[src/rtl/branch_stall_unit.sv]
// Pipeline stall control for load-use and branch-operand hazards.
// A load feeding a branch holds the pipe for two cycles via a one-cycle HOLD state.
module branch_stall_unit (
  input  logic        clock,
  input  logic        reset,
  input  logic [5:0]  op,
  input  logic [4:0]  ifidrs,
  input  logic [4:0]  ifidrt,
  input  logic [4:0]  idexrd,
  input  logic        idexregwrite,
  input  logic        idexmemread,
  input  logic [4:0]  exmemrd,
  input  logic        exmemmemread,
  input  logic        flush,
  output logic        stall,
  output logic        pcwrite,
  output logic        ifidwrite,
  output logic [1:0]  state,
  output logic [15:0] stallcycles,
  output logic [15:0] loadbranchcnt
);

  localparam logic [1:0] IDLE = 2'b00;
  localparam logic [1:0] HOLD = 2'b01;

  logic       is_branch;
  logic       uses_rt;
  logic       match_ex;
  logic       match_mem;
  logic       h1;
  logic       h2;
  logic       in_hold;
  logic       enter_hold;
  logic [1:0] next_state;

  assign is_branch = (op == 6'h04) || (op == 6'h05);
  assign uses_rt   = (op == 6'h00) || (op == 6'h04) || (op == 6'h05) || (op == 6'h2B);

  // Register 0 is hardwired, so it never carries a real dependency.
  assign match_ex  = (idexrd != 5'd0) &&
                     ((idexrd == ifidrs) || (uses_rt && (idexrd == ifidrt)));
  assign match_mem = (exmemrd != 5'd0) &&
                     ((exmemrd == ifidrs) || (uses_rt && (exmemrd == ifidrt)));

  assign h2 = is_branch && idexmemread && match_ex;
  assign h1 = !h2 && ((!is_branch && idexmemread && match_ex) ||
                      (is_branch && idexregwrite && !idexmemread && match_ex) ||
                      (is_branch && exmemmemread && match_mem));

  // Reset makes the block behave as IDLE immediately, cancelling a pending second stall.
  assign in_hold    = (state == HOLD) && !reset;
  assign enter_hold = (state == IDLE) && h2 && !flush;

  always_comb begin
    // NOTE: every always_comb output gets a default first so no latch is inferred.
    stall      = 1'b0;
    next_state = IDLE;
    if (in_hold) begin
      stall = !flush;
    end else begin
      stall = (h1 || h2) && !flush;
      if (enter_hold) next_state = HOLD;
    end
  end

  assign pcwrite   = ~stall;
  assign ifidwrite = ~stall;

  always_ff @(posedge clock) begin
    // NOTE: sequential state uses non-blocking assignments so all registers update together.
    if (reset) begin
      state         <= IDLE;
      stallcycles   <= 16'd0;
      loadbranchcnt <= 16'd0;
    end else begin
      state <= next_state;
      if (stall && (stallcycles != 16'hFFFF))
        stallcycles <= stallcycles + 16'd1;
      if (enter_hold && (loadbranchcnt != 16'hFFFF))
        loadbranchcnt <= loadbranchcnt + 16'd1;
    end
  end

endmodule

[config.mk]
export PLATFORM = sky130hd
export DESIGN_NAME = branch_stall_unit
export DESIGN_NICKNAME = d
export VERILOG_FILES = /design/src/rtl/branch_stall_unit.sv
export SDC_FILE = /design/constraint.sdc
export NUM_CORES = 1
export LEC_CHECK = 0
export ABC_CLOCK_PERIOD_IN_PS = 3060
export BUFFER_PORTS_ARGS = -buffer_cell sky130_fd_sc_hd__buf_2
export CAP_MARGIN = 40
export CORE_AREA = 2 2 78 80
export CTS_CLUSTER_SIZE = 12
export DETAILED_ROUTE_END_ITERATION = 8
export DIE_AREA = 0 0 80 82
export HOLD_SLACK_MARGIN = 0.12
export MAX_ROUTING_LAYER = met4
export PLACE_DENSITY = 0.57
export SLEW_MARGIN = 20
export SYNTH_ARGS = -nofsm -noshare
export SYNTH_HDL_FRONTEND = slang
export SYNTH_SLANG_ARGS = --single-unit
[constraint.sdc]
create_clock -name clock -period 3.06 [get_ports clock]
set_input_delay 0.459 -clock clock [delete_from_list [all_inputs] [get_ports clock]]
set_output_delay 0.459 -clock clock [all_outputs]
set_load 0.005 [all_outputs]
==> results.cfg, run 1 <==
[setup_path]
path_cells = buf_2 > nor3_4 > mux2i_1 > or4_4 > a211oi_2 > or2_2 > nand2b_1 > inv_1 > buf_2
crit_type = input pin to output pin
path_common_cell = buf_2
max_stage_delay_ns = 0.52
cp-startpoint = op[1]
slowest_stage = or4_4
cpLargestDelayFamily = simple AND/OR/NAND/NOR gates
r2r-start = loadbranchcnt[6]$_SDFFE_PP0P_
cp.arrival_ns = 2.16
worst-path-buf-inv = 3
cp_max_fo = 4
critPathLaunchType = input pin
endpoint_kind = output pin
crit_required_ns = 2.60

[floorplan]
ios = 69
die_w_um = 80
core_sq_um = 5746
die_area_sq_um = 6560
start_util_pct = 33.91
fp.dieH_um = 82
row_count = 28

[clock_network]
ctsHoldBuffers = 0
cts.htree.levels = 2
numCtsBuffers = 5
cts-resized-gates = 0
post_cts_buffers = 0
cts.clk_slew.worst_paths_ns = 0.07
insertion_delay_ns = 0.28
tritoncts = done
clk_path_buf_depth = 2
cts_root_buffer = clkbuf_8
cts.sinks = 33

[placed_design]
dpl_worst_slack_ns = 0.2051
port_buffers = 67
hpwl_um = 3555
place_congestion = 0.8403

[detailed_routing]
firstDrtPassIters = 4
avgViaCountPerCell = 5.000
drt_iter0_drc = 122
routed_wl_um = 4685
wl_per_cell_um = 12.49
wl_met3_um = 288
drc = 0
topRoutingLayerUsed = met4
wl_met2_um = 2213
ant_nets = 0
vias = 1875
wl_met1_um = 2137

[timing]
fin_setup_tns_ns = 0
fin_skew_ns = 0.004777
setup_ws_ns = 0.4451
worstMarginPinSlew_ns = 0.6319
period_share_pct = 85.45
period_needed_ns = 2.615
fmax_mhz = 382.4
rsz0062_at_grt = no
finalHoldViolations = 0
drv_slew = 0
setup_viol = 0
slew_headroom_pct = 57.87

[global_routing]
grt_pass1_wl_um = 7741
grt_pass1_vias = 1722
grt_usage_pct = 15.60
antenna_found_initial = 0
grt_remaining_overflow = 0
grt_max_degree = 35

[min_path]
hp-class = flop to flop
min_from = stallcycles[12]$_SDFFE_PP0P_

[logic_synthesis]
ys_types = 44
synth_flop_cell = dfxtp_1
postSynthAreaPerCell_sq_um = 8.255
synth_area_sq_um = 1948
synth_seq_cells = 33
yosysSeqAreaShare_pct = 33.91
yosys_warnings = 0
synth_edf_count = 0
synth_cells = 236
syn_nets = 270
async_flop_share_pct = 0

[layout]
layout-drive-gt1-share_pct = 29.33
final_common_cell = buf_2
fillCellCount = 605
final_cell_mix = 67 x buf_2, 33 x dfxtp_1, 29 x xnor2_1
finalNetCount = 334
diodes = 0
seq_area_sq_um = 660.6
multi_input_area_sq_um = 1200
area_growth_pct = 23.89

[pwr]
leakagePower_nw = 0.9541
ir_drop_uv = 167.0
power_w = 0.0008434
p_per_area_nw_per_um2 = 349.4

[status]
status = finished, final reports clean

[flow_run]
drv_cap = 0
path summary, 6_finish.rpt:
path | end | slack (ns) | depth (start not counted)
min reg2reg | stallcycles[12]$_SDFFE_PP0P_ | 0.50 | 2
max | stall | 0.45 | 9
min | stallcycles[12]$_SDFFE_PP0P_ | 0.50 | 2
max reg2reg | loadbranchcnt[8]$_SDFFE_PP0P_ | 0.62 | 7
cells in the mapped netlist, types with 3 or more instances:
cell type  count  area share (%)
o21ai_0       12             3.1
nand2_1       15             2.9
nor2b_1        4             1.3
a21oi_1       15             3.9
nor2_1        23             4.4
clkbuf_1       7             1.3
xor2_1         5             2.2
nand4_1        4             1.3
nor4_1         5             1.6
inv_1          5            0.96
and3_1         7             2.2
dfxtp_1       33              34
nor3_2         3             1.5
and4_1         3             1.3
nand3_1       15             3.9
xnor2_1       29              13
or4_1          3             1.2
nor3_1         4             1.0
or3_1         11             3.5
per-stage QoR:
| stage | util (%) | hold slack, ns | cells | cell area (sq um) |
|---|---|---|---|---|
| final | 42.01 | 0.4977 | 375 | 2414 |
| after global routing | 42.01 | 0.5053 | 375 | 2414 |
| after CTS | 41.81 | 0.4985 | 374 | 2402 |
| after detailed placement | 40.31 | 0.4870 | 367 | 2316 |
| after global placement | 40.31 | 0.4827 | 367 | 2316 |
| after floorplan | - | 0.4749 | 236 | 1948 |
logic make-up after synthesis:
| kind of cell | Yosys count | synth area share, % |
|---|---|---|
| AND/OR/NAND/NOR | 106 | 30.70 |
| AO/OA/AOI/OAI | 39 | 11.95 |
| XOR/XNOR | 34 | 15.29 |
| flip-flops | 33 | 33.91 |
| buffers and inverters | 17 | 4.496 |
| multiplexers | 4 | 2.184 |
| adder cells (fa/ha/maj) | 2 | 1.284 |
| other | 1 | 0.1925 |
tightest hold or removal path, stage by stage (launching register included):
cell and delay (ns):
dfxtp_1 0.32, o21ai_0 0.07, a21oi_1 0.06
state kept, by name (all words and copies together), names as in the netlist:
name / count
loadbranchcnt: 16
state: 1
stallcycles: 16
where the power goes:
part	switching, W	internal (W)	total, W
Clock	0.000154	0.000178	0.000332
Combinational	0.0000419	0.0000392	0.0000811
Sequential	0.000000267	0.000430	0.000430
Total	0.000196	0.000647	0.000843
routing by layer:
layer  global-route usage (%)  up-vias
met5                        -        -
met4                    4.915        0
met3                    4.945        9
met2                    25.58       50
met1                    18.29      850
li1                         -      966
area by class of cell:
type,count,share of cell area [%]
clock buffer,7,3.577
multi-input combinational,186,49.71
tap,75,3.888
timing repair buffer,69,14.67
inverter,5,0.7776
sequential,33,27.37
No activity file was read; power rests on OpenSTA's default activity.
==> run 2: changes to the inputs <==
- BUFFER_PORTS_ARGS: -buffer_cell sky130_fd_sc_hd__buf_2 -> -buffer_cell sky130_fd_sc_hd__clkbuf_2
==> results.cfg, run 2 (synthesis gave the netlist of run 1 again) <==
[status]
status = finished, final reports clean

[layout]
finalInstanceArea_sq_um = 2414
finalNetCount = 335
area_growth_pct = 23.89
layout-drive-gt1-share_pct = 29.80
final_common_cell = clkbuf_2
final_cell_count_no_fill = 377
finalCoreUtilization_pct = 42.01
final_cell_mix = 67 x clkbuf_2, 33 x dfxtp_1, 29 x xnor2_1
reg_top3 = loadbranchcnt: 16 flops, stallcycles: 16 flops, state: 1 flops
diodes = 0

[timing]
slew_headroom_pct = 58.06
fin_setup_tns_ns = 0
period_share_pct = 85.08
fmax_mhz = 384.1
finalHoldViolations = 0
rsz0062_at_grt = no
setup_viol = 0
fin_skew_ns = 0.009058
drv_slew = 0
period_needed_ns = 2.603
worstMarginPinSlew_ns = 0.6291
setup_ws_ns = 0.4567

[global_routing]
grt_pass1_vias = 1783
antenna_found_initial = 0
grt_usage_pct = 15.82
grt_remaining_overflow = 0
grt_max_degree = 35
grt_pass1_wl_um = 8059

[placed_design]
dpl_worst_slack_ns = 0.2052
place_inst = 369
hpwl_um = 3604
place_congestion = 0.8580
port_buffers = 67
placed_cell_area_sq_um = 2331

[clock_network]
cts.sinks = 33
cts_root_buffer = clkbuf_8
ctsHoldBuffers = 0
cts-resized-gates = 0
cts.htree.levels = 2
clk_path_buf_depth = 2
post_cts_buffers = 0
numCtsBuffers = 5
tritoncts = done
cts.clk_slew.worst_paths_ns = 0.06
insertion_delay_ns = 0.28

[setup_path]
r2r-start = loadbranchcnt[6]$_SDFFE_PP0P_
critPathLaunchType = input pin
ff2ff_setup_slack_ns = 0.64
cp_max_fo = 4
endpoint_kind = output pin
cp.arrival_ns = 2.14
rr_worst_depth = 7
crit_type = input pin to output pin
endpoint = stall
worst_r2r_endpoint = loadbranchcnt[8]$_SDFFE_PP0P_
crit_required_ns = 2.60
cp-startpoint = op[1]

[detailed_routing]
wl_per_cell_um = 12.44
ant_nets = 0
avgViaCountPerCell = 4.963
vias = 1871
firstDrtPassIters = 4
drt_iter0_drc = 76
drc = 0
routed_wl_um = 4691

[pwr]
power_frac_clock_pct = 38.1
p_per_area_nw_per_um2 = 342.4
ir_drop_uv = 218.7
p_seq_share_pct = 52.0
p_sw_share_pct = 24.24
p_sw_w = 0.0002003
leakagePower_nw = 0.9343
combPwrFrac_pct = 9.8
p_int_w = 0.0006260

[floorplan]
start_util_pct = 33.91
row_count = 28
die_area_sq_um = 6560
ios = 69
fp.dieH_um = 82
core_sq_um = 5746
die_w_um = 80

[flow_run]
drv_cap = 0

[min_path]
hp-class = flop to flop
==> run 2: metal layers <==
metal / global-route usage [%] / vias up / part of all wire [%]
li1: - / 959 / -
met1: 19.03 / 859 / 46
met2: 26.42 / 46 / 49
met3: 3.516 / 7 / 4.1
met4: 5.085 / 0 / 1.3
met5: - / - / 0
==> run 2: stage by stage <==
stage,total power [W],hold WS [ns]
2_1_floorplan,0.0004829,0.4749
3_3_place_gp,0.0005202,0.4852
3_5_place_dp,0.0005211,0.4896
4_1_cts,0.0008425,0.4991
5_1_grt,0.0008673,0.5288
6_report,0.0008264,0.4988
==> run 2: power groups by stage <==
stage          Sequential (W)  Clock, W  Combinational (W)
6_report             0.000430  0.000315          0.0000814
5_1_grt              0.000429  0.000348          0.0000903
4_1_cts              0.000430  0.000331          0.0000821
3_5_place_dp         0.000440         0          0.0000816
3_3_place_gp         0.000440         0          0.0000806
2_1_floorplan        0.000440         0          0.0000434
==> run 2: worst min-delay path by stage <==
stage                                              start                              to  slack [ns]  cells past startpoint
after floorplan           loadbranchcnt[15]$_SDFFE_PP0P_  loadbranchcnt[15]$_SDFFE_PP0P_        0.47                      1
after global placement      stallcycles[10]$_SDFFE_PP0P_    stallcycles[10]$_SDFFE_PP0P_        0.49                      2
after detailed placement    stallcycles[12]$_SDFFE_PP0P_    stallcycles[12]$_SDFFE_PP0P_        0.49                      2
after CTS                   stallcycles[12]$_SDFFE_PP0P_    stallcycles[12]$_SDFFE_PP0P_        0.50                      2
after global routing                               reset     stallcycles[2]$_SDFFE_PP0P_        0.53                      3
final                       stallcycles[12]$_SDFFE_PP0P_    stallcycles[12]$_SDFFE_PP0P_        0.50                      2
==> run 2: area by class of cell <==
cell class / count / area [sq um]
repair buffers: 70 / 357.8
well taps: 75 / 93.84
clock inverters: 2 / 10.01
flip-flops and latches: 33 / 660.6
fillers: 610 / 3332
inverters: 5 / 18.77
multi-input cells: 186 / 1200
clock buffers: 6 / 72.57
==> run 2: critical path, cell delays in order <==
cell and delay (ns):
clkbuf_2 0.11, nor3_4 0.22, mux2i_1 0.10, or4_4 0.53, a211oi_2 0.31, or2_2 0.17
nand2b_1 0.08, inv_1 0.06, clkbuf_2 0.10
==> run 3: changes to the inputs <==
- ABC_CLOCK_PERIOD_IN_PS: 3060 -> 2900
- clock period: 3.06 -> 2.9 ns (I/O delays scaled with it)
==> results.cfg, run 3 (synthesis gave the netlist of run 1 again) <==
[setup_path]
cp.arrival_ns = 2.13
path_common_cell = clkbuf_2
crit_type = input pin to output pin
crit_required_ns = 2.47
slowest_stage = or4_4
cp_max_fo = 4
ff2ff_setup_slack_ns = 0.52
endpoint_kind = output pin
path_cells = clkbuf_2 > nor3_4 > mux2i_1 > or4_4 > a211oi_2 > or2_2 > nand2b_1 > inv_1 > clkbuf_2
critPathLaunchType = input pin
max_stage_delay_ns = 0.52

[global_routing]
antenna_found_initial = 0
grt_use_met2_pct = 27.42
grt_use_met3_pct = 3.407
grt_pass1_wl_um = 8107
use_met1_pct = 18.09
grt_pass1_vias = 1898
grt_usage_pct = 15.94
grt_remaining_overflow = 0
gr-max-usage-layer = met2
grt_max_degree = 35

[placed_design]
place_congestion = 0.8737
port_buffers = 67
dpl_worst_slack_ns = 0.1783
hpwl_um = 3592

[clock_network]
cts_root_buffer = clkbuf_8
clk_path_buf_depth = 2
cts-resized-gates = 0
insertion_delay_ns = 0.28
ctsHoldBuffers = 0
numCtsBuffers = 5
cts.htree.levels = 2
tritoncts = done
post_cts_buffers = 0
cts.clk_slew.worst_paths_ns = 0.07
cts.sinks = 33

[floorplan]
row_count = 28
ios = 69
fp.dieH_um = 82
core_sq_um = 5746
die_area_sq_um = 6560
start_util_pct = 33.91
die_w_um = 80

[timing]
slew_headroom_pct = 59.92
setup_ws_ns = 0.3353
setup_viol = 0
period_needed_ns = 2.565
fmax_mhz = 389.9
period_share_pct = 88.44
drv_slew = 0
fin_skew_ns = 0.005143
fin_setup_tns_ns = 0
finalHoldViolations = 0
whs_ns = 0.4862
rsz0062_at_grt = no
worstMarginPinSlew_ns = 0.6012

[detailed_routing]
drt_iter0_drc = 95
vias = 1865
routed_wl_um = 4632
ant_nets = 0
drc = 0
wl_per_cell_um = 12.16
firstDrtPassIters = 4
avgViaCountPerCell = 4.895

[min_path]
hp-class = input pin to flop

[pwr]
p_seq_share_pct = 52.2
ir_drop_uv = 240.8
p_int_w = 0.0006608
p_per_area_nw_per_um2 = 355.4
combPwrFrac_pct = 9.9
p_sw_w = 0.0002077
leakagePower_nw = 0.9522
p_sw_share_pct = 23.91
power_frac_clock_pct = 37.9

[layout]
area_growth_pct = 25.43
diodes = 0
reg_top3 = loadbranchcnt: 16 flops, stallcycles: 16 flops, state: 1 flops
final_cell_mix = 67 x clkbuf_2, 33 x dfxtp_1, 29 x xnor2_1
layout-drive-gt1-share_pct = 30.72
final_common_cell = clkbuf_2
finalNetCount = 339

[flow_run]
drv_cap = 0

[status]
status = finished, final reports clean
[run 3: per-stage QoR]
step | std cells | cell area, sq um | utilization (%) | total power, W
2_1_floorplan | 236 | 1948 | - | 0.0005096
3_3_place_gp | 373 | 2361 | 41.09 | 0.0005491
3_5_place_dp | 373 | 2361 | 41.09 | 0.0005500
4_1_cts | 381 | 2444 | 42.53 | 0.0008846
5_1_grt | 381 | 2444 | 42.53 | 0.0009154
6_report | 381 | 2444 | 42.53 | 0.0008685
[run 3: worst max-delay path, delay by kind of cell]
family          cells  cell delay, ns
compound gates      1            0.31
buf+inv             3            0.26
mux                 1            0.10
simple gates        4            1.01
[run 3: power by group through the flow]
stage | Combinational (W) | Sequential [W] | Clock (W)
after floorplan | 0.0000458 | 0.000464 | 0
after global placement | 0.0000853 | 0.000464 | 0
after detailed placement | 0.0000862 | 0.000464 | 0
after CTS | 0.0000865 | 0.000453 | 0.000345
after global routing | 0.0000949 | 0.000453 | 0.000367
final | 0.0000856 | 0.000453 | 0.000329
[run 3: worst paths after layout]
path,start,endpoint,cells past startpoint
worst max-delay path,op[1],stall,9
worst min-delay path,reset,stallcycles[2]$_SDFFE_PP0P_,3
worst max register to register,loadbranchcnt[6]$_SDFFE_PP0P_,loadbranchcnt[8]$_SDFFE_PP0P_,7
worst min register to register,stallcycles[15]$_SDFFE_PP0P_,stallcycles[15]$_SDFFE_PP0P_,2
[run 3: final cells by class]
| class | count | area, sq um |
|---|---|---|
| clock buffer | 6 | 72.57 |
| fill | 609 | 3302 |
| inverter | 5 | 18.77 |
| multi-input combinational | 186 | 1200 |
| sequential | 33 | 660.6 |
| clock inverter | 2 | 10.01 |
| tap | 75 | 93.84 |
| timing repair buffer | 74 | 387.9 |
[run 3: layer usage]
metal,up-vias,wire (um)
met5,-,0
met4,0,35
li1,973,-
met3,4,182
met2,40,2299
met1,848,2114
